**src/rtl/rf_wb_arbiter_pkg.sv**
```systemverilog
// Shared constants and encodings for the register-file write-side arbiter.
// Holds the default late-load FIFO depth and the write-source selection enum.
// Feature macro used by the design: RF_WB_SCOREBOARD_EN.
package rf_wb_arbiter_pkg;

  localparam int RF_WB_DEPTH = 4;
  localparam int RF_AW       = 5;
  localparam int RF_DW       = 32;
  localparam int RF_NREGS    = 32;

  // Which source owns the register-file write port this cycle
  typedef enum logic [1:0] {
    WB_SRC_NONE = 2'd0,
    WB_SRC_PL   = 2'd1,
    WB_SRC_LD   = 2'd2
  } wb_src_e;

  // One-hot register mask; R0 is hardwired zero so it never gets a bit
  function automatic logic [RF_NREGS-1:0] reg_mask(input logic [RF_AW-1:0] a);
    logic [RF_NREGS-1:0] m;
    m = '0;
    if (a != '0) m = RF_NREGS'(1) << a;
    return m;
  endfunction

endpackage

```
**src/rtl/rf_wb_arbiter_if.sv**
```systemverilog
// Bundle of pipeline writeback, late-load return, scoreboard and reg_array write signals.
// master = upstream pipeline / load unit side, slave = the arbiter.
// Pure wiring, no state.
interface rf_wb_arbiter_if
  import rf_wb_arbiter_pkg::*;
#(
  parameter int DEPTH = RF_WB_DEPTH,
  parameter int AW    = RF_AW,
  parameter int DW    = RF_DW
);
  localparam int CW = $clog2(DEPTH) + 1;

  logic          pause;
  logic          pl_wren;
  logic [AW-1:0] pl_wraddress;
  logic [DW-1:0] pl_data;
  logic          ld_issue;
  logic [AW-1:0] ld_issue_addr;
  logic          ld_valid;
  logic          ld_ready;
  logic [AW-1:0] ld_wraddress;
  logic [DW-1:0] ld_data;
  logic          rf_wren;
  logic [AW-1:0] rf_wraddress;
  logic [DW-1:0] rf_data;
  logic [CW-1:0] ld_count;
  logic [31:0]   pending;

  modport master (
    output pause, pl_wren, pl_wraddress, pl_data,
    output ld_issue, ld_issue_addr, ld_valid, ld_wraddress, ld_data,
    input  ld_ready, rf_wren, rf_wraddress, rf_data, ld_count, pending
  );

  modport slave (
    input  pause, pl_wren, pl_wraddress, pl_data,
    input  ld_issue, ld_issue_addr, ld_valid, ld_wraddress, ld_data,
    output ld_ready, rf_wren, rf_wraddress, rf_data, ld_count, pending
  );

endinterface

```
**src/rtl/rf_wb_fifo.sv**
```systemverilog
// Purpose: DEPTH x W synchronous FIFO for late-load returns, with occupancy count.
// Latency: entry pushed at edge N is visible at the head from cycle N+1 (no bypass).
// Backpressure: push ignored when full, pop ignored when empty; caller gates on count.
module rf_wb_fifo #(
  parameter int DEPTH = 4,
  parameter int W     = 37
) (
  input  logic                       clock,
  input  logic                       rst_n,
  input  logic                       i_push,
  input  logic [W-1:0]               i_dat,
  input  logic                       i_pop,
  output logic [W-1:0]               o_dat,
  output logic                       o_empty,
  output logic [$clog2(DEPTH):0]     o_count
);
  localparam int PW = $clog2(DEPTH);
  localparam int CW = PW + 1;

  logic [W-1:0]  r_mem [DEPTH];
  logic [PW-1:0] r_wr_ptr;
  logic [PW-1:0] r_rd_ptr;
  logic [CW-1:0] r_count;
  logic          w_do_push;
  logic          w_do_pop;

  assign w_do_push = i_push && (r_count != CW'(DEPTH));
  assign w_do_pop  = i_pop && (r_count != '0);

  // Storage needs no reset: the count alone decides which slots are live
  always_ff @(posedge clock) begin
    if (w_do_push) r_mem[r_wr_ptr] <= i_dat;
  end

  // Pointers and occupancy; DEPTH is a power of two so pointers wrap naturally
  always_ff @(posedge clock or negedge rst_n) begin
    if (!rst_n) begin
      r_wr_ptr <= '0;
      r_rd_ptr <= '0;
      r_count  <= '0;
    end else begin
      if (w_do_push) r_wr_ptr <= r_wr_ptr + PW'(1);
      if (w_do_pop)  r_rd_ptr <= r_rd_ptr + PW'(1);
      r_count <= r_count + CW'(w_do_push) - CW'(w_do_pop);
    end
  end

  assign o_dat   = r_mem[r_rd_ptr];
  assign o_empty = (r_count == '0);
  assign o_count = r_count;

endmodule

```
**src/rtl/rf_wb_arbiter.sv**
```systemverilog
// Purpose: merges pipeline writeback and buffered late-load returns onto the single reg_array write port.
// Latency: zero added on the write path; a late return is drivable the cycle after it is accepted.
// Backpressure: ld_ready drops when the FIFO is full (no same-cycle pop relief); pause blocks draining.
// Optional feature macro: RF_WB_SCOREBOARD_EN (per-register pending scoreboard).
module rf_wb_arbiter
  import rf_wb_arbiter_pkg::*;
#(
  parameter int DEPTH = RF_WB_DEPTH,
  parameter int AW    = RF_AW,
  parameter int DW    = RF_DW
) (
  input logic               clock,
  input logic               rst_n,
  rf_wb_arbiter_if.slave    wb
);
  localparam int CW = $clog2(DEPTH) + 1;
  localparam int EW = AW + DW;

  wb_src_e       w_src;
  logic          w_push;
  logic          w_pop;
  logic          w_empty;
  logic [EW-1:0] w_head;
  logic [AW-1:0] w_head_addr;
  logic [DW-1:0] w_head_data;
  logic [CW-1:0] w_count;
  logic [AW-1:0] r_last_addr;
  logic [DW-1:0] r_last_data;

  assign wb.ld_ready = (w_count != CW'(DEPTH));
  // Returns aimed at R0 complete the handshake but are dropped before the FIFO
  assign w_push      = wb.ld_valid && wb.ld_ready && (wb.ld_wraddress != '0);
  assign wb.ld_count = w_count;

  rf_wb_fifo #(.DEPTH(DEPTH), .W(EW)) u_fifo (
    .clock   (clock),
    .rst_n   (rst_n),
    .i_push  (w_push),
    .i_dat   ({wb.ld_wraddress, wb.ld_data}),
    .i_pop   (w_pop),
    .o_dat   (w_head),
    .o_empty (w_empty),
    .o_count (w_count)
  );

  assign {w_head_addr, w_head_data} = w_head;

  // Pick the write source: pause blocks all, pipeline beats FIFO, R0 pipeline writes yield
  always_comb begin
    w_src = WB_SRC_NONE;
    if (rst_n && !wb.pause) begin
      if (wb.pl_wren && (wb.pl_wraddress != '0)) w_src = WB_SRC_PL;
      else if (!w_empty)                          w_src = WB_SRC_LD;
    end
  end

  assign w_pop = (w_src == WB_SRC_LD);

  // Drive the write port; address/data hold their last driven value while idle
  always_comb begin
    wb.rf_wren      = (w_src != WB_SRC_NONE);
    wb.rf_wraddress = r_last_addr;
    wb.rf_data      = r_last_data;
    case (w_src)
      WB_SRC_PL: begin
        wb.rf_wraddress = wb.pl_wraddress;
        wb.rf_data      = wb.pl_data;
      end
      WB_SRC_LD: begin
        wb.rf_wraddress = w_head_addr;
        wb.rf_data      = w_head_data;
      end
      default: ;
    endcase
  end

  // Remember the last value placed on the write port
  always_ff @(posedge clock or negedge rst_n) begin
    if (!rst_n) begin
      r_last_addr <= '0;
      r_last_data <= '0;
    end else if (w_src != WB_SRC_NONE) begin
      r_last_addr <= wb.rf_wraddress;
      r_last_data <= wb.rf_data;
    end
  end

`ifdef RF_WB_SCOREBOARD_EN
  logic [31:0] r_pending;
  logic [31:0] w_set;
  logic [31:0] w_clr;

  // Issue sets, pop of the matching entry clears; set is applied last so it wins
  always_comb begin
    w_set = '0;
    w_clr = '0;
    if (wb.ld_issue) w_set = reg_mask(wb.ld_issue_addr);
    if (w_pop)       w_clr = reg_mask(w_head_addr);
  end

  // Scoreboard flops; R0 never receives a bit from reg_mask
  always_ff @(posedge clock or negedge rst_n) begin
    if (!rst_n) r_pending <= '0;
    else        r_pending <= (r_pending & ~w_clr) | w_set;
  end

  assign wb.pending = r_pending;
`else
  logic w_unused_issue;
  assign w_unused_issue = ^{wb.ld_issue, wb.ld_issue_addr};
  assign wb.pending     = '0;
`endif

endmodule

```
**src/flat_wrapper.sv**
```systemverilog
// flat-port wrapper written by rule: the top's interface ports become plain ports
module rf_wb_arbiter_flat import rf_wb_arbiter_pkg::*;
#(
  parameter int DEPTH = RF_WB_DEPTH,
  parameter int AW    = RF_AW,
  parameter int DW    = RF_DW
)
  (clock, rst_n, wb_pause, wb_pl_wren, wb_pl_wraddress, wb_pl_data, wb_ld_issue, wb_ld_issue_addr, wb_ld_valid, wb_ld_wraddress, wb_ld_data, wb_ld_ready, wb_rf_wren, wb_rf_wraddress, wb_rf_data, wb_ld_count, wb_pending);
  rf_wb_arbiter_if #(.DEPTH(DEPTH), .AW(AW), .DW(DW)) wb_i ();
  input logic clock;
  input logic rst_n;
  input wire logic [$bits(wb_i.pause)-1:0] wb_pause;
  input wire logic [$bits(wb_i.pl_wren)-1:0] wb_pl_wren;
  input wire logic [$bits(wb_i.pl_wraddress)-1:0] wb_pl_wraddress;
  input wire logic [$bits(wb_i.pl_data)-1:0] wb_pl_data;
  input wire logic [$bits(wb_i.ld_issue)-1:0] wb_ld_issue;
  input wire logic [$bits(wb_i.ld_issue_addr)-1:0] wb_ld_issue_addr;
  input wire logic [$bits(wb_i.ld_valid)-1:0] wb_ld_valid;
  input wire logic [$bits(wb_i.ld_wraddress)-1:0] wb_ld_wraddress;
  input wire logic [$bits(wb_i.ld_data)-1:0] wb_ld_data;
  output wire logic [$bits(wb_i.ld_ready)-1:0] wb_ld_ready;
  output wire logic [$bits(wb_i.rf_wren)-1:0] wb_rf_wren;
  output wire logic [$bits(wb_i.rf_wraddress)-1:0] wb_rf_wraddress;
  output wire logic [$bits(wb_i.rf_data)-1:0] wb_rf_data;
  output wire logic [$bits(wb_i.ld_count)-1:0] wb_ld_count;
  output wire logic [$bits(wb_i.pending)-1:0] wb_pending;
  assign wb_i.pause = wb_pause;
  assign wb_i.pl_wren = wb_pl_wren;
  assign wb_i.pl_wraddress = wb_pl_wraddress;
  assign wb_i.pl_data = wb_pl_data;
  assign wb_i.ld_issue = wb_ld_issue;
  assign wb_i.ld_issue_addr = wb_ld_issue_addr;
  assign wb_i.ld_valid = wb_ld_valid;
  assign wb_i.ld_wraddress = wb_ld_wraddress;
  assign wb_i.ld_data = wb_ld_data;
  assign wb_ld_ready = wb_i.ld_ready;
  assign wb_rf_wren = wb_i.rf_wren;
  assign wb_rf_wraddress = wb_i.rf_wraddress;
  assign wb_rf_data = wb_i.rf_data;
  assign wb_ld_count = wb_i.ld_count;
  assign wb_pending = wb_i.pending;
  rf_wb_arbiter #(.DEPTH(DEPTH), .AW(AW), .DW(DW)) u_core (.clock(clock), .rst_n(rst_n), .wb(wb_i));
endmodule
```
**config.mk**
```make
export PLATFORM = sky130hd
export DESIGN_NAME = rf_wb_arbiter_flat
export DESIGN_NICKNAME = d
export VERILOG_FILES = /design/src/rtl/rf_wb_arbiter_pkg.sv /design/src/rtl/rf_wb_arbiter_if.sv /design/src/rtl/rf_wb_fifo.sv /design/src/rtl/rf_wb_arbiter.sv /design/src/flat_wrapper.sv
export SDC_FILE = /design/constraint.sdc
export NUM_CORES = 1
export LEC_CHECK = 0
export CAP_MARGIN = 40
export CORE_ASPECT_RATIO = 0.9
export CORE_MARGIN = 5
export CORE_UTILIZATION = 47
export CTS_CLUSTER_DIAMETER = 30
export DETAILED_ROUTE_END_ITERATION = 8
export GPL_ROUTABILITY_DRIVEN = 0
export PLACE_DENSITY = 0.78
export SYNTH_ARGS = -nofsm -noshare
export SYNTH_HDL_FRONTEND = slang
export SYNTH_SLANG_ARGS = --single-unit
```
**constraint.sdc**
```tcl
create_clock -name clock -period 2.59 [get_ports clock]
set_input_delay 0.518 -clock clock [delete_from_list [all_inputs] [get_ports clock]]
set_output_delay 0.518 -clock clock [all_outputs]
set_load 0.005 [all_outputs]
```
==> metrics.yaml <==
result_of_the_run: "finished with violations"
violations: "negative setup slack"
ctsHtreeMaxLevel: 4
cts.sinks: 192
preCtsSetupSlack_ns: -0.884
synth_enable_flop_cells: 148
mappedNetlistArea_um2: 8090
grt_antenna_before_repair: 1
core_area_um2: 16900
dieArea_um2: 19900
groute.usage.overall_pct: 21.9
synth_xor_xnor_area_share_pct: 0.541
remaining_drc_errors: 0
grt_start_max_net_pins: 28
ys_async_sr_fraction_pct: 22.9
synth_fa_ha_area_share_pct: 1.18
cp_slowest_cell: "dfrtp_1"
max_freq_mhz: 356
viasPerCell: 6.02
cp_top_family: "compound AO/OA/AOI/OAI gates"
fin_skew_ns: 0.0138
hp-class: "in -> async"
area_delta_synth_final_pct: 37.2
cts_hold_buf: 0
floorplan.io_pins: 159
power_density_nw_per_um2: 986
max-cap-violations: 0
clk_pin_slew_ns: 0.07
number_of_port_buffers: 120
dominant_combinational_cell_family_by_area_after_synthesis: "multiplexers"
chipWidth_um: 148
rsz0062_at_grt: "true"
die_h_um: 134
syn-mean-instance-area_um2: 18.3
layout_commonest_cell: "edfxtp_1"
timing.final.ws_setup_ns: -0.221
drive_gt1_share_pct: 39.0
timing.final.crit_share_pct: 109
crit_required_ns: 2.07
layout_common_cells: "148 x edfxtp_1, 74 x a221o_1, 73 x clkdlybuf4s50_1, 46 x buf_4, 42 x dfrtp_1"
yosysWarningCount: 0
clk_root_buffer_cell: "clkbuf_16"
ant_diodes: 0
insertion_delay_of_the_later_clocked_pin_in_the_worst_skew_pair_ns: 0.43
cp-end-kind: "output port"
seq_area_frac_synth_pct: 68.5
report.final.slew_viol_count: 0
cellLeakagePower_nw: 4.27
critPathMaxFanout: 7
dpl.hpwl_um: 12700
post-route-min-period_ns: 2.81
startpoint_kind_of_the_worst_setup_timing_path: "flip-flop"
initial_core_util_pct: 47.9
grt_first_pass_wirelength_um: 32400
drt_first_iter_violations: 556
cp.buffers_inverters: 4
post_drt_wl_per_cell_um: 25.4
maximum_vdd_drop_mv: 0.681
hold-worst-slack_ns: 0.0404
ys_seq_elements: 192
total_detailed_routing_wirelength_um: 21900
num_rows: 45
criticalPathCategory: "reg -> out"
critical_path.max_stage_delay_ns: 0.41
synthesized_instance_count: 443
detailedRoute.firstPassIterationCount: 5
netlist-cell-type-count: 30
cts_tree: "built"
via_count: 5198
synth_compound_gate_area_share_pct: 9.60
route.antenna.remaining_nets: 0
via_count_of_the_first_global_routing_pass: 5368
global_route.overflow_total: 0
synth_flop_cell: "edfxtp_1"
design.final.nets: 731
report.final.setup_viol: 38
synth_simple_gate_area_share_pct: 3.83
clk_path_buf_depth: 2
hold_viol: 0
cp_data_arrival_time_ns: 2.29
numCtsBuffers: 17
synth.area.mux_share_pct: 10.4
cp_cell_instances: "o311ai_4 > and2b_4 > buf_8 > buf_12 > buf_6 > a221o_1 > buf_2"
## worst register-to-register path, delay by kind of cell (launching register included)
family	cells	cell delay, ns
xor gates and xnor gates	2	0.27
DFF	1	0.41
AOI/OAI and AO/OA	1	0.38
and+or+nand+nor	1	0.27
buffers and inverters	5	0.47
adders and majority gates	3	0.66
## path summary, 6_finish.rpt
check,slack (ns),endpoint,cells after the start,startpoint
setup / recovery,-0.22,wb_rf_data[11],7,u_core.u_fifo.o_count[0]
hold / removal,0.04,u_core.r_last_addr[1],2,rst_n
setup reg to reg,0.02,u_core.u_fifo.o_count[2],12,u_core.u_fifo.o_count[0]
hold reg to reg,0.58,u_core.u_fifo.r_wr_ptr[1],1,u_core.u_fifo.r_wr_ptr[1]
max in group asynchronous,2.07,u_core.u_fifo.r_rd_ptr[1],2,rst_n
min in group clock,0.36,u_core.r_last_addr[1],2,wb_pl_wraddress[1]
## state kept, by name (all words and copies together), names as in the netlist
| name | cells |
|---|---|
| u_core.u_fifo.r_wr_ptr | 2 |
| u_core.u_fifo.o_count | 3 |
| u_core.r_last_addr | 5 |
| u_core.u_fifo.r_rd_ptr | 2 |
| u_core.r_last_data | 32 |
| u_core.u_fifo.r_mem | 148 |
## layout make-up
class	count	area, um^2
multi-input cells	210	2440
flip-flops and latches	192	5550
fillers	1093	5780
well taps	211	264
repair buffers	210	2210
clock inverters	14	179
clock buffers	18	429
inverters	8	30.0
## cells by family after synthesis
family	Yosys count
buf+inv	72
other cells	1
xor+xnor	5
compound gates	79
flops	192
mux	38
simple gates	49
fa+ha+maj	7
## power by group
part           internal, W  switching [W]
combinational      0.00212        0.00178
clock              0.00154        0.00117
sequential         0.00410       0.000256
## cell usage after synthesis, types with 4 or more instances
| library cell | count | area [um^2] |
|---|---|---|
| buf_6 | 7 | 78.8 |
| inv_1 | 8 | 30.0 |
| mux4_2 | 37 | 833 |
| buf_2 | 7 | 35.0 |
| xnor2_1 | 4 | 35.0 |
| buf_4 | 37 | 278 |
| ha_1 | 6 | 75.1 |
| dfrtp_1 | 44 | 1100 |
| and3_1 | 37 | 231 |
| and2_1 | 4 | 25.0 |
| edfxtp_1 | 148 | 4440 |
| clkbuf_1 | 10 | 37.5 |
| a221o_1 | 74 | 741 |
## layer usage
layer / wire, um / global-route usage, % / share of wire (%)
met1: 8930 / 30.1 / 41
met2: 10600 / 35.5 / 48
met3: 1920 / 5.57 / 8.7
met4: 439 / 5.49 / 2.0
met5: 13 / 0 / 0.059
## what timing repair did
item                       CTS  global route
buffers inserted            20             9
gates resized for setup    218            26
gates cloned                10             4
setup endpoints to repair   40            40
pin swaps                   27            17
## stage by stage
stage / instances / area (um^2) / power [W] / util [%] / TNS (ns)
final: 863 / 11100 / 0.0110 / 65.8 / -5.17
after global routing: 863 / 11100 / 0.0114 / 65.8 / -7.23
after CTS: 855 / 11000 / 0.0108 / 65.1 / -7.35
after detailed placement: 794 / 9890 / 0.00801 / 58.6 / -39.84
after global placement: 794 / 9890 / 0.00790 / 58.6 / -32.59
after floorplan: 474 / 8250 / 0.00635 / - / -0.0561
Note: power is estimated with default switching activity, not from simulation.
